--- config.mk ---
export PLATFORM = sky130hd
export DESIGN_NAME = shader_sequencer
export DESIGN_NICKNAME = d
export VERILOG_FILES = /design/src/rtl/shader_pkg.sv /design/src/rtl/shader_sequencer.sv
export SDC_FILE = /design/constraint.sdc
export NUM_CORES = 1
export LEC_CHECK = 0
export ABC_CLOCK_PERIOD_IN_PS = 1400
export CAP_MARGIN = 10
export CORE_MARGIN = 2
export CORE_UTILIZATION = 32
export CTS_CLUSTER_SIZE = 24
export DETAILED_ROUTE_END_ITERATION = 6
export HOLD_SLACK_MARGIN = 0.08
export PLACE_DENSITY = 0.79
export SETUP_SLACK_MARGIN = 0.5
export SYNTH_ARGS = -nofsm -noshare
export SYNTH_HDL_FRONTEND = slang
export SYNTH_SLANG_ARGS = --single-unit
--- constraint.sdc ---
create_clock -name clk_i -period 1.4 [get_ports clk_i]
set_clock_uncertainty 0.2 [all_clocks]
set_input_delay 0.28 -clock clk_i [delete_from_list [all_inputs] [get_ports clk_i]]
set_output_delay 0.28 -clock clk_i [all_outputs]
set_load 0.1 [all_outputs]
--- src/rtl/shader_pkg.sv ---
// Shared types and defaults for the shader instruction sequencer.
package shader_pkg;

  // Sequencer operating modes
  typedef enum logic [1:0] {
    IDLE = 2'd0,
    EXEC = 2'd1,
    LOAD = 2'd2
  } seq_state_t;

  // Program length of the default instruction store
  localparam int DEFAULT_NUM_INSTR = 10;

endpackage

--- src/rtl/shader_sequencer.sv ---
// Shader sequencer: drives the single shift port of the circular instruction
// store.  EXEC rotates the store once per instruction so a whole pixel ends
// with the store realigned.  LOAD streams a complete new program in from the
// host.  Execution has priority over loading in the cycle both are requested.
module shader_sequencer
  import shader_pkg::*;
#(
  parameter int NUM_INSTR = DEFAULT_NUM_INSTR,
  parameter int IDX_W     = (NUM_INSTR > 1) ? $clog2(NUM_INSTR) : 1
) (
  input  logic             clk_i,
  input  logic             rst_ni,
  input  logic             pixel_start_i,
  input  logic             load_valid_i,
  input  logic [7:0]       load_instr_i,
  output logic             load_ready_o,
  input  logic             clear_err_i,
  output logic             shift_o,
  output logic             load_o,
  output logic [7:0]       instr_o,
  output logic             exec_valid_o,
  output logic [IDX_W-1:0] instr_idx_o,
  output logic             done_o,
  output logic             load_done_o,
  output logic             busy_o,
  output logic             overrun_o
);

  localparam logic [IDX_W-1:0] LAST_IDX = IDX_W'(NUM_INSTR - 1);

  seq_state_t       r_state;
  seq_state_t       w_state_nxt;
  logic [IDX_W-1:0] r_cnt;
  logic [IDX_W-1:0] w_cnt_nxt;
  logic             r_overrun;
  logic             w_cnt_last;
  logic             w_handshake;
  logic             w_drop;

  // Shared counter reaching the final instruction/byte of a program
  assign w_cnt_last = (r_cnt == LAST_IDX);

  // Host byte accepted; a pixel request in IDLE steals the shift port
  assign load_ready_o = ((r_state == IDLE) && !pixel_start_i) || (r_state == LOAD);
  assign w_handshake  = load_valid_i && load_ready_o;

  // A request is dropped anywhere except IDLE or the final exec cycle
  assign w_drop = pixel_start_i &&
                  (((r_state == EXEC) && !w_cnt_last) || (r_state == LOAD));

  // Datapath to the store and status outputs
  assign exec_valid_o = (r_state == EXEC);
  assign instr_idx_o  = (r_state == EXEC) ? r_cnt : '0;
  assign done_o       = (r_state == EXEC) && w_cnt_last;
  assign load_o       = w_handshake;
  assign shift_o      = (r_state == EXEC) || w_handshake;
  assign instr_o      = load_instr_i;
  assign load_done_o  = w_handshake && w_cnt_last;
  assign busy_o       = (r_state != IDLE);
  assign overrun_o    = r_overrun;

  // State, shared counter and sticky overrun flag
  always_ff @(posedge clk_i or negedge rst_ni) begin
    if (!rst_ni) begin
      r_state   <= IDLE;
      r_cnt     <= '0;
      r_overrun <= 1'b0;
    end else begin
      r_state <= w_state_nxt;
      r_cnt   <= w_cnt_nxt;
      if (w_drop) begin
        r_overrun <= 1'b1;
      end else if (clear_err_i) begin
        r_overrun <= 1'b0;
      end
    end
  end

  // Next-state and counter update; a started load always runs to completion
  always_comb begin
    w_state_nxt = r_state;
    w_cnt_nxt   = r_cnt;
    unique case (r_state)
      IDLE: begin
        if (pixel_start_i) begin
          w_state_nxt = EXEC;
          w_cnt_nxt   = '0;
        end else if (w_handshake) begin
          if (w_cnt_last) begin
            w_state_nxt = IDLE;
            w_cnt_nxt   = '0;
          end else begin
            w_state_nxt = LOAD;
            w_cnt_nxt   = r_cnt + IDX_W'(1);
          end
        end
      end
      EXEC: begin
        if (w_cnt_last) begin
          w_state_nxt = pixel_start_i ? EXEC : IDLE;
          w_cnt_nxt   = '0;
        end else begin
          w_cnt_nxt = r_cnt + IDX_W'(1);
        end
      end
      LOAD: begin
        if (w_handshake) begin
          if (w_cnt_last) begin
            w_state_nxt = IDLE;
            w_cnt_nxt   = '0;
          end else begin
            w_cnt_nxt = r_cnt + IDX_W'(1);
          end
        end
      end
      default: begin
        w_state_nxt = IDLE;
        w_cnt_nxt   = '0;
      end
    endcase
  end

endmodule
==> reports/results.ini <==
[clock_tree]
clock_path_buffers=2
worst_skew_pair.late_latency_ns=0.25
clockRootBuffer=sky130_fd_sc_hd__clkbuf_4
cts_tree=built
worst_setup_hold_path_clk_slew_ns=0.06
cts_inserted_buffers=3
cts_max_level=1
clkSinkCount=7
holdBufCountCts=0

[power_and_ir_drop]
seq_power_share_pct=12.7
power.share.combinational_pct=80.6
switching_share_pct=52.32
powerDensity_nw_per_um2=2405
cellLeakagePower_nw=0.5379
power.share.clock_pct=6.7
max-vdd-ir-drop_v=0.002057
power_switching_mw=1.522
internal_power_mw=1.387

[detailed_routing]
top_layer=met4
wl_per_cell_um=15.95
route.vias.total=604
detail_route.wirelength_mm=1.914
met3_length_um=99
met1Wirelength_um=738
dr_wl_met2_mm=1.059
drt_first_pass_iters=4
postRouteAntennaNets=0
detail_route.iter0.violations=8
remaining_drc_errors=0
avgViaCountPerCell=5.033

[synthesis]
postSynth.asyncResetShare_pct=100.0
edff_count_synth=0
netlist_top_cells_area=sky130_fd_sc_hd__dfrtp_1, sky130_fd_sc_hd__buf_4, sky130_fd_sc_hd__inv_1
yosysTopAreaCell=sky130_fd_sc_hd__dfrtp_1
syn-cell-area_um2=556.8
netlist_instances=63
synth-main-ff-cell=sky130_fd_sc_hd__dfrtp_1
synth.net_count=78
portion_of_the_post_synthesis_area_used_by_sequential_elements_pct=31.46
ys_seq_elements=7
syn_avg_cell_area_um2=8.838
yosys_synthesis_warning_count=0
yosysTopAreaCellShare_pct=31.46
yosys.cell_types.count=31

[finish]
ratio_of_cells_with_drive_above_1_in_the_final_layout_pct=74.76
post-route-util_pct=71.63
n_antenna_cell=0
n_fill_cell=118
design.final.nets=119
layout-area-overhead-vs-synth_pct=117.3
multi_input_comb_area_um2=392.9
area_occupied_by_registers_um2=182.7

[worst_setup_path]
r2r.worst_path.cells=8
crit_required_ns=0.92
cp_capture_type=primary output
setup.worst_path.class=reg2out
cp.arrival_ns=1.47
reg2reg_slack_ns=-0.27
critical_path.startpoint_type=flop
critical_path_peak_fanout=3

[sta]
finalHoldWorstSlack_ns=0.09149
max_slew_margin_pct=77.11
finalSetupViolCount=18
timing.final.max_slew_violations=0
timing.fmax_mhz=511.8
final.period_utilization_pct=139.6
layout_min_cycle_time_ns=1.954
worst-slew-pin-transition_ns=0.3423
unrepaired_setup_endpoints_after_global_routing=yes
finalHoldViolCount=0
setup_ws_ns=-0.5537

[status]
run_status=finished, violations left
violated_checks=negative setup slack

[min_path]
min-delay-path-class=in2async

[placed_design]
detailed_place_hpwl_mm=1.254
gp_routability_congestion=0.8816
io_buffers=16

[grt]
grt_pass1_vias=618
grt_start_max_net_pins=8
antenna_found_initial=0
globalRoute.totalOverflow=0
grt_pass1_wl_mm=2.822
grt_util_all_layers_pct=19.58

[flow_run]
maxCapViolCount=0

[floorplan]
start_util_pct=32.96
die_w_um=45.71
num_rows=15
floorplan.io_pins=33
core_um2=1689
die-height_um=45.71
design.die.area_um2=2089

[worst paths after layout]
kind,start,end
min reg2reg,overrun_o,overrun_o
min in group clk_i,pixel_start_i,overrun_o
max in group asynchronous,rst_ni,overrun_o
max,r_cnt[1],load_done_o
min,rst_ni,overrun_o
max reg2reg,r_cnt[1],overrun_o
[layer usage]
metal	global-route usage [%]	vias up
li1	-	283
met1	23.23	296
met2	32.96	23
met3	3.175	2
met4	11.43	0
met5	0	-
[kinds of logic after synthesis]
| logic type | after synthesis | share of synthesized area, % |
|---|---|---|
| simple gates | 23 | 23.82 |
| buf+inv | 18 | 18.65 |
| compound gates | 12 | 20.00 |
| flops | 7 | 31.46 |
| fa+ha+maj | 2 | 4.494 |
| xor+xnor | 1 | 1.573 |
[cell usage after synthesis, types with 2 or more instances]
cell and n:
sky130_fd_sc_hd__buf_4 9, sky130_fd_sc_hd__dfrtp_1 7, sky130_fd_sc_hd__inv_1 7, sky130_fd_sc_hd__nor2_1 7
sky130_fd_sc_hd__and2_1 2, sky130_fd_sc_hd__ha_1 2, sky130_fd_sc_hd__nand2_1 2, sky130_fd_sc_hd__nand2_2 2
sky130_fd_sc_hd__nor3_1 2, sky130_fd_sc_hd__o21ai_1 2
[power by group through the flow]
stage	Combinational (mW)	Sequential (mW)	Clock (mW)
final	2.35	0.370	0.194
after global placement	2.05	0.360	0
after detailed placement	2.08	0.370	0
after floorplan	1.39	0.430	0
after global routing	2.44	0.373	0.209
after CTS	2.27	0.366	0.199
[state kept, by name, summed over array words and instances (netlist names)]
name	flops
r_cnt	4
r_state	2
overrun_o	1
[timing repair]
item | CTS | global route
endpoints found under the setup margin | 19 | 19
gates resized for setup | 19 | 7
setup buffers | 8 | 5
pin swaps | 5 | 9
[final cells by class]
class,count,area share [%]
sequential,7,15.10
timing repair buffer,45,45.50
tap,17,1.758
multi-input combinational,38,32.47
inverter,9,2.999
clock buffer,4,2.172
[critical path: stages, from the launching register on]
cell and delay, ns:
sky130_fd_sc_hd__dfrtp_1 0.39, sky130_fd_sc_hd__inv_2 0.08, sky130_fd_sc_hd__ha_4 0.12, sky130_fd_sc_hd__nand3b_1 0.17, sky130_fd_sc_hd__nor4_4 0.24, sky130_fd_sc_hd__buf_12 0.22
[through the flow]
stage	setup slack [ns]	cell area, µm²	total power, mW	cells	TNS, ns
final	-0.5537	1210	2.910	120	-5.806
after global routing	-0.6011	1210	3.021	120	-6.531
after CTS	-0.5547	1145	2.834	115	-5.612
after detailed placement	-0.6516	984.7	2.452	103	-6.183
after global placement	-0.5881	984.7	2.411	103	-5.446
after floorplan	-0.9738	782.0	1.820	63	-6.683
[layout by cell type (no fill, tap or decap), types with 2 or more instances in the layout]
cell / synthesis / routed
sky130_fd_sc_hd__buf_12: 0 / 14
sky130_fd_sc_hd__nand2_4: 0 / 2
sky130_fd_sc_hd__and2_4: 0 / 2
sky130_fd_sc_hd__o21ai_2: 1 / 3
sky130_fd_sc_hd__clkdlybuf4s50_1: 0 / 2
sky130_fd_sc_hd__nor2_2: 1 / 3
sky130_fd_sc_hd__nand2_1: 2 / 2
sky130_fd_sc_hd__inv_2: 1 / 2
sky130_fd_sc_hd__dfrtp_2: 0 / 3
sky130_fd_sc_hd__buf_6: 0 / 8
sky130_fd_sc_hd__inv_1: 7 / 6
sky130_fd_sc_hd__clkbuf_4: 0 / 3
sky130_fd_sc_hd__dfrtp_1: 7 / 3
sky130_fd_sc_hd__dlygate4sd2_1: 0 / 2
sky130_fd_sc_hd__buf_4: 9 / 19
sky130_fd_sc_hd__nor2_4: 0 / 4
Power figures use the tool's default switching activity.
==> RTL change 1 (same flow settings) <==
One comparison of `r_cnt` changes from == to >=.
--- a/src/rtl/shader_sequencer.sv
+++ b/src/rtl/shader_sequencer.sv
@@ -38,7 +38,7 @@
   logic             w_drop;
 
   // Shared counter reaching the final instruction/byte of a program
-  assign w_cnt_last = (r_cnt == LAST_IDX);
+  assign w_cnt_last = (r_cnt >= LAST_IDX);
 
   // Host byte accepted; a pixel request in IDLE steals the shift port
   assign load_ready_o = ((r_state == IDLE) && !pixel_start_i) || (r_state == LOAD);
Formal check against the unedited RTL: same outputs for any inputs over 10 cycles, from zero or initial values and one cycle with rst_ni low; that may be too few to reach the edited logic, so the function may still have changed.
==> RTL change 1 against the original RTL <==
- the flow still finishes with violations (setup timing)
- design area grew 18%
- sequential cell count is the same
- worst setup slack lost 0.18 ns
- total power grew 24%
- routed wire length grew 36%
- area after synthesis grew 9.9%
- first-iteration DRC count grew to 3.3 times the old value
==> RTL change 1: results (changes against the original RTL) <==
synth:
  ys_types: 30  # was 31
  mappedNetlistNets: 84  # was 78
  yosysSeqAreaShare_pct: 28.6  # was 31.5%
pwr:
  clock_power_share_pct: 5.9  # was 6.7%
  intPower_mw: 1.84  # was 1.39 mW
  p_per_area_nw_per_um2: 2510  # was 2400 nW/µm²
  power_frac_seq_pct: 11.1  # was 12.7%
  power.leakage_nw: 0.664  # was 0.538 nW
final_layout:
  final_layout_size_suffix_gt1_share_pct: 76.8  # was 74.8%
  fill_cells: 103  # was 118
  fin_util_pct: 81.2  # was 71.6%
  nets: 142  # was 119
route:
  vias: 744  # was 604
  post_drt_wl_per_cell_um: 17.3  # was 16.0 µm
  drt_iter0_drc: 26  # was 8
place:
  gp_congestion: 0.840  # was 0.882
  dpl_cell_area_um2: 1050  # was 985 µm²
  place_inst: 119  # was 103
worst_setup_path:
  regToRegSetupSlack_ns: -0.70  # was -0.27 ns
  arrival_ns: 1.65  # was 1.47 ns
  cp-endpoint: "done_o"  # was load_done_o
  rr_endpoint: "r_cnt[0]$_DFF_PN0_"  # was overrun_o$_DFFE_PN0P_
global_route:
  grt_pass1_wl_um: 3660  # was 2820 µm
  grt_pass1_vias: 766  # was 618
run_status:
  failed_checks: "setup timing"  # unchanged
  status: "complete, but fails checks"  # unchanged
sta:
  report.final.setup_viol: 19  # was 18
  tns_ns: -9.32  # was -5.81 ns
  worst_slack_ns: -0.730  # was -0.554 ns
## RTL change 1: worst max-delay path, stage by stage (launching register included)
cell	delay, ns
dfrtp_2	0.45
inv_2	0.10
ha_4	0.13
inv_2	0.04
o31ai_4	0.27
inv_2	0.08
and2_4	0.15
buf_12	0.16
## RTL change 1: cell type report
| type | count | area share (%) |
|---|---|---|
| Inverter | 7 | 1.83 |
| Sequential cell | 7 | 12.8 |
| Clock buffer | 4 | 1.83 |
| Multi-Input combinational cell | 43 | 29.4 |
| Timing Repair Buffer | 64 | 52.0 |
| Tap cell | 25 | 2.18 |
## RTL change 1: kinds of logic (layout without fill, tap and decap cells)
group	after synthesis	after routing	synth area share [%]
DFF	7	7	28.6
adders and majority gates	3	3	6.14
and+or+nand+nor	26	26	25.4
buffers and inverters	18	75	19.6
AOI/OAI and AO/OA	14	14	20.2
## RTL change 1: worst min path at each step
stage / startpoint / to / slack [ns] / cells past startpoint
finish: rst_ni / r_cnt[1]$_DFF_PN0_ / 0.07 / 1
global route: rst_ni / r_cnt[1]$_DFF_PN0_ / 0.10 / 1
CTS: rst_ni / r_cnt[1]$_DFF_PN0_ / 0.09 / 1
detailed placement: load_instr_i[5] / instr_o[5] / 0.36 / 0
global placement: rst_ni / r_cnt[1]$_DFF_PN0_ / 0.36 / 1
floorplan: rst_ni / r_cnt[0]$_DFF_PN0_ / -0.22 / 0
## RTL change 1: timing repair
action | CTS | global route
gates resized for setup | 36 | 9
setup endpoints to repair | 19 | 19
setup buffers | 17 | 10
pin swaps | 15 | 7
## RTL change 1: layer usage
metal  track usage, %  part of all wire (%)  vias up
li1                 -                     -      340
met1             27.8                    38      365
met2             38.9                    53       30
met3             7.55                   5.2        9
met4             16.2                   3.5        0
met5                0                     0        -
==> RTL change 2 (same settings) <==
Without the edit above. Change the package constant `DEFAULT_NUM_INSTR` from 10 to 9.
--- a/src/rtl/shader_pkg.sv
+++ b/src/rtl/shader_pkg.sv
@@ -9,7 +9,7 @@
   } seq_state_t;
 
   // Program length of the default instruction store
-  localparam int DEFAULT_NUM_INSTR = 10;
+  localparam int DEFAULT_NUM_INSTR = 9;
 
 endpackage
 
Function: changed (a bounded check fails within 10 cycles, from zero or initial values and one cycle with rst_ni low).
==> RTL change 2 against the original RTL <==
- the flow still finishes with violations (setup timing)
- global-route usage increased by 2.2 points
- core utilization grew 6.0 points
- design area rose by 13%
- worst setup slack better by 0.044 ns
- area after synthesis rose by 10%
- sequential cell count stayed put
- worst hold slack gained 0.0017 ns
- routed wire length grew 31%
- first-iteration DRC count grew to 3.8 times the old value
Power is not shown: default switching activity piles up to over one toggle a cycle in this logic, so the estimate is an artifact.
==> RTL change 2: results (changes against the original RTL) <==
place:
  gp_congestion: 0.847  # was 0.882
  dpl.hpwl_um: 1360  # was 1250 µm
  dpl_cell_area_um2: 1080  # was 985 µm²
  post-place-ws_ns: -0.479  # was -0.652 ns
synth:
  ys_top_cells_by_count: "buf_4 (9), dfrtp_1 (7), o21ai_0 (7), inv_1 (5)"  # was buf_4 (9), dfrtp_1 (7), inv_1 (7), nor2_1 (7)
  ys_types: 33  # was 31
  synthTopCellsByArea: "dfrtp_1 (29%), buf_4 (11%), o21ai_0 (5.7%)"  # was dfrtp_1 (31%), buf_4 (12%), inv_1 (4.7%)
  ys_async_sr_fraction_pct: 100  # unchanged
  synth_warnings: 0  # unchanged
  yosysSeqAreaShare_pct: 28.6  # was 31.5%
  mappedNetlistNets: 84  # was 78
route:
  drt_iter0_drc: 30  # was 8
  via_per_inst: 5.27  # was 5.03
  post_drt_wl_per_cell_um: 17.8  # was 16.0 µm
  drtPass1Iterations: 4  # unchanged
cts:
  clkTransAtPathRegs_ns: 0.06  # about the same
  cts_max_level: 1  # unchanged
  clk_latency_ns: 0.26
global_route:
  grt_max_degree: 10  # was 8
  track_usage_pct: 21.7  # was 19.6%
  grt_pass1_wl_um: 3390  # was 2820 µm
  grt_pass1_vias: 739  # was 618
final_layout:
  diodes: 0  # unchanged
  final_layout_size_suffix_gt1_share_pct: 76.7  # was 74.8%
  nets: 132  # was 119
  largest_reg_flops: 4  # unchanged
  fill_cells: 111  # was 118
sta:
  worst_slack_ns: -0.510  # was -0.554 ns
  report.final.setup_viol: 17  # was 18
  tns_ns: -6.06  # was -5.81 ns
  max_slew_margin_pct: 76.5  # was 77.1%
run_status:
  failed_checks: "setup timing"  # unchanged
  status: "complete, but fails checks"  # unchanged
job:
  maxCapViolations: 0  # unchanged
worst_setup_path:
  arrival_ns: 1.43  # was 1.47 ns
  crit_slowest_cell: "dfrtp_1"  # unchanged
-- RTL change 2: cell count changes in the layout (fill, tap and decap cells not counted), moves of 3 or more --
cell	change
a21oi_2	+3
buf_6	+10
inv_1	-5
nor2_2	-3
o21ai_1	+3
-- RTL change 2: routing by layer --
layer  GRT usage [%]  share of wire (%)
met5               0                  0
met4            12.4                2.7
met3            6.04                4.9
met2            38.1                 56
met1            23.1                 37
-- RTL change 2: final timing paths --
path,startpoint,endpoint,slack [ns],cells past startpoint
max in group asynchronous,rst_ni,overrun_o$_DFFE_PN0P_,0.62,1
max reg2reg,r_cnt[0]$_DFF_PN0_,overrun_o$_DFFE_PN0P_,-0.43,9
min reg2reg,overrun_o$_DFFE_PN0P_,overrun_o$_DFFE_PN0P_,0.40,1
min in group clk_i,load_instr_i[2],instr_o[2],0.36,0
min,rst_ni,r_cnt[3]$_DFF_PN0_,0.09,1
max,r_cnt[0]$_DFF_PN0_,load_done_o,-0.51,5
-- RTL change 2: what timing repair did --
action,CTS,global route
gates resized for setup,23,19
hold buffers,0,0
pin swaps,9,4
endpoints found under the setup margin,19,19
gates cloned,0,0
buffers inserted,8,7
-- RTL change 2: layout make-up --
| class | instances | area (µm²) | share of cell area (%) |
|---|---|---|---|
| Clock buffer | 4 | 26.3 | 1.92 |
| Inverter | 6 | 41.3 | 3.02 |
| Multi-Input combinational cell | 45 | 459 | 33.5 |
| Sequential cell | 7 | 180 | 13.2 |
| Tap cell | 25 | 31.3 | 2.29 |
| Timing Repair Buffer | 54 | 631 | 46.1 |
-- RTL change 2: worst max-delay path: cells and delay by family, from the launching register on --
family | cells | cell delay [ns]
adders and majority gates | 1 | 0.16
buffers and inverters | 2 | 0.25
DFF | 1 | 0.39
and+or+nand+nor | 2 | 0.37
-- RTL change 2: per-stage QoR --
step / util, % / std cells
floorplan: - / 69
global placement: 61.3 / 122
detailed placement: 61.3 / 122
CTS: 70.8 / 134
global route: 77.6 / 141
finish: 77.6 / 141
-- RTL change 2: cell families after synthesis --
family                   count (synthesis)  share of synthesized area, %
buffers and inverters                   17                          18.8
AND/OR/NAND/NOR                         24                          26.1
flip-flops                               7                          28.6
AO/OA/AOI/OAI                           19                          22.4
adder cells (fa/ha/maj)                  2                          4.08
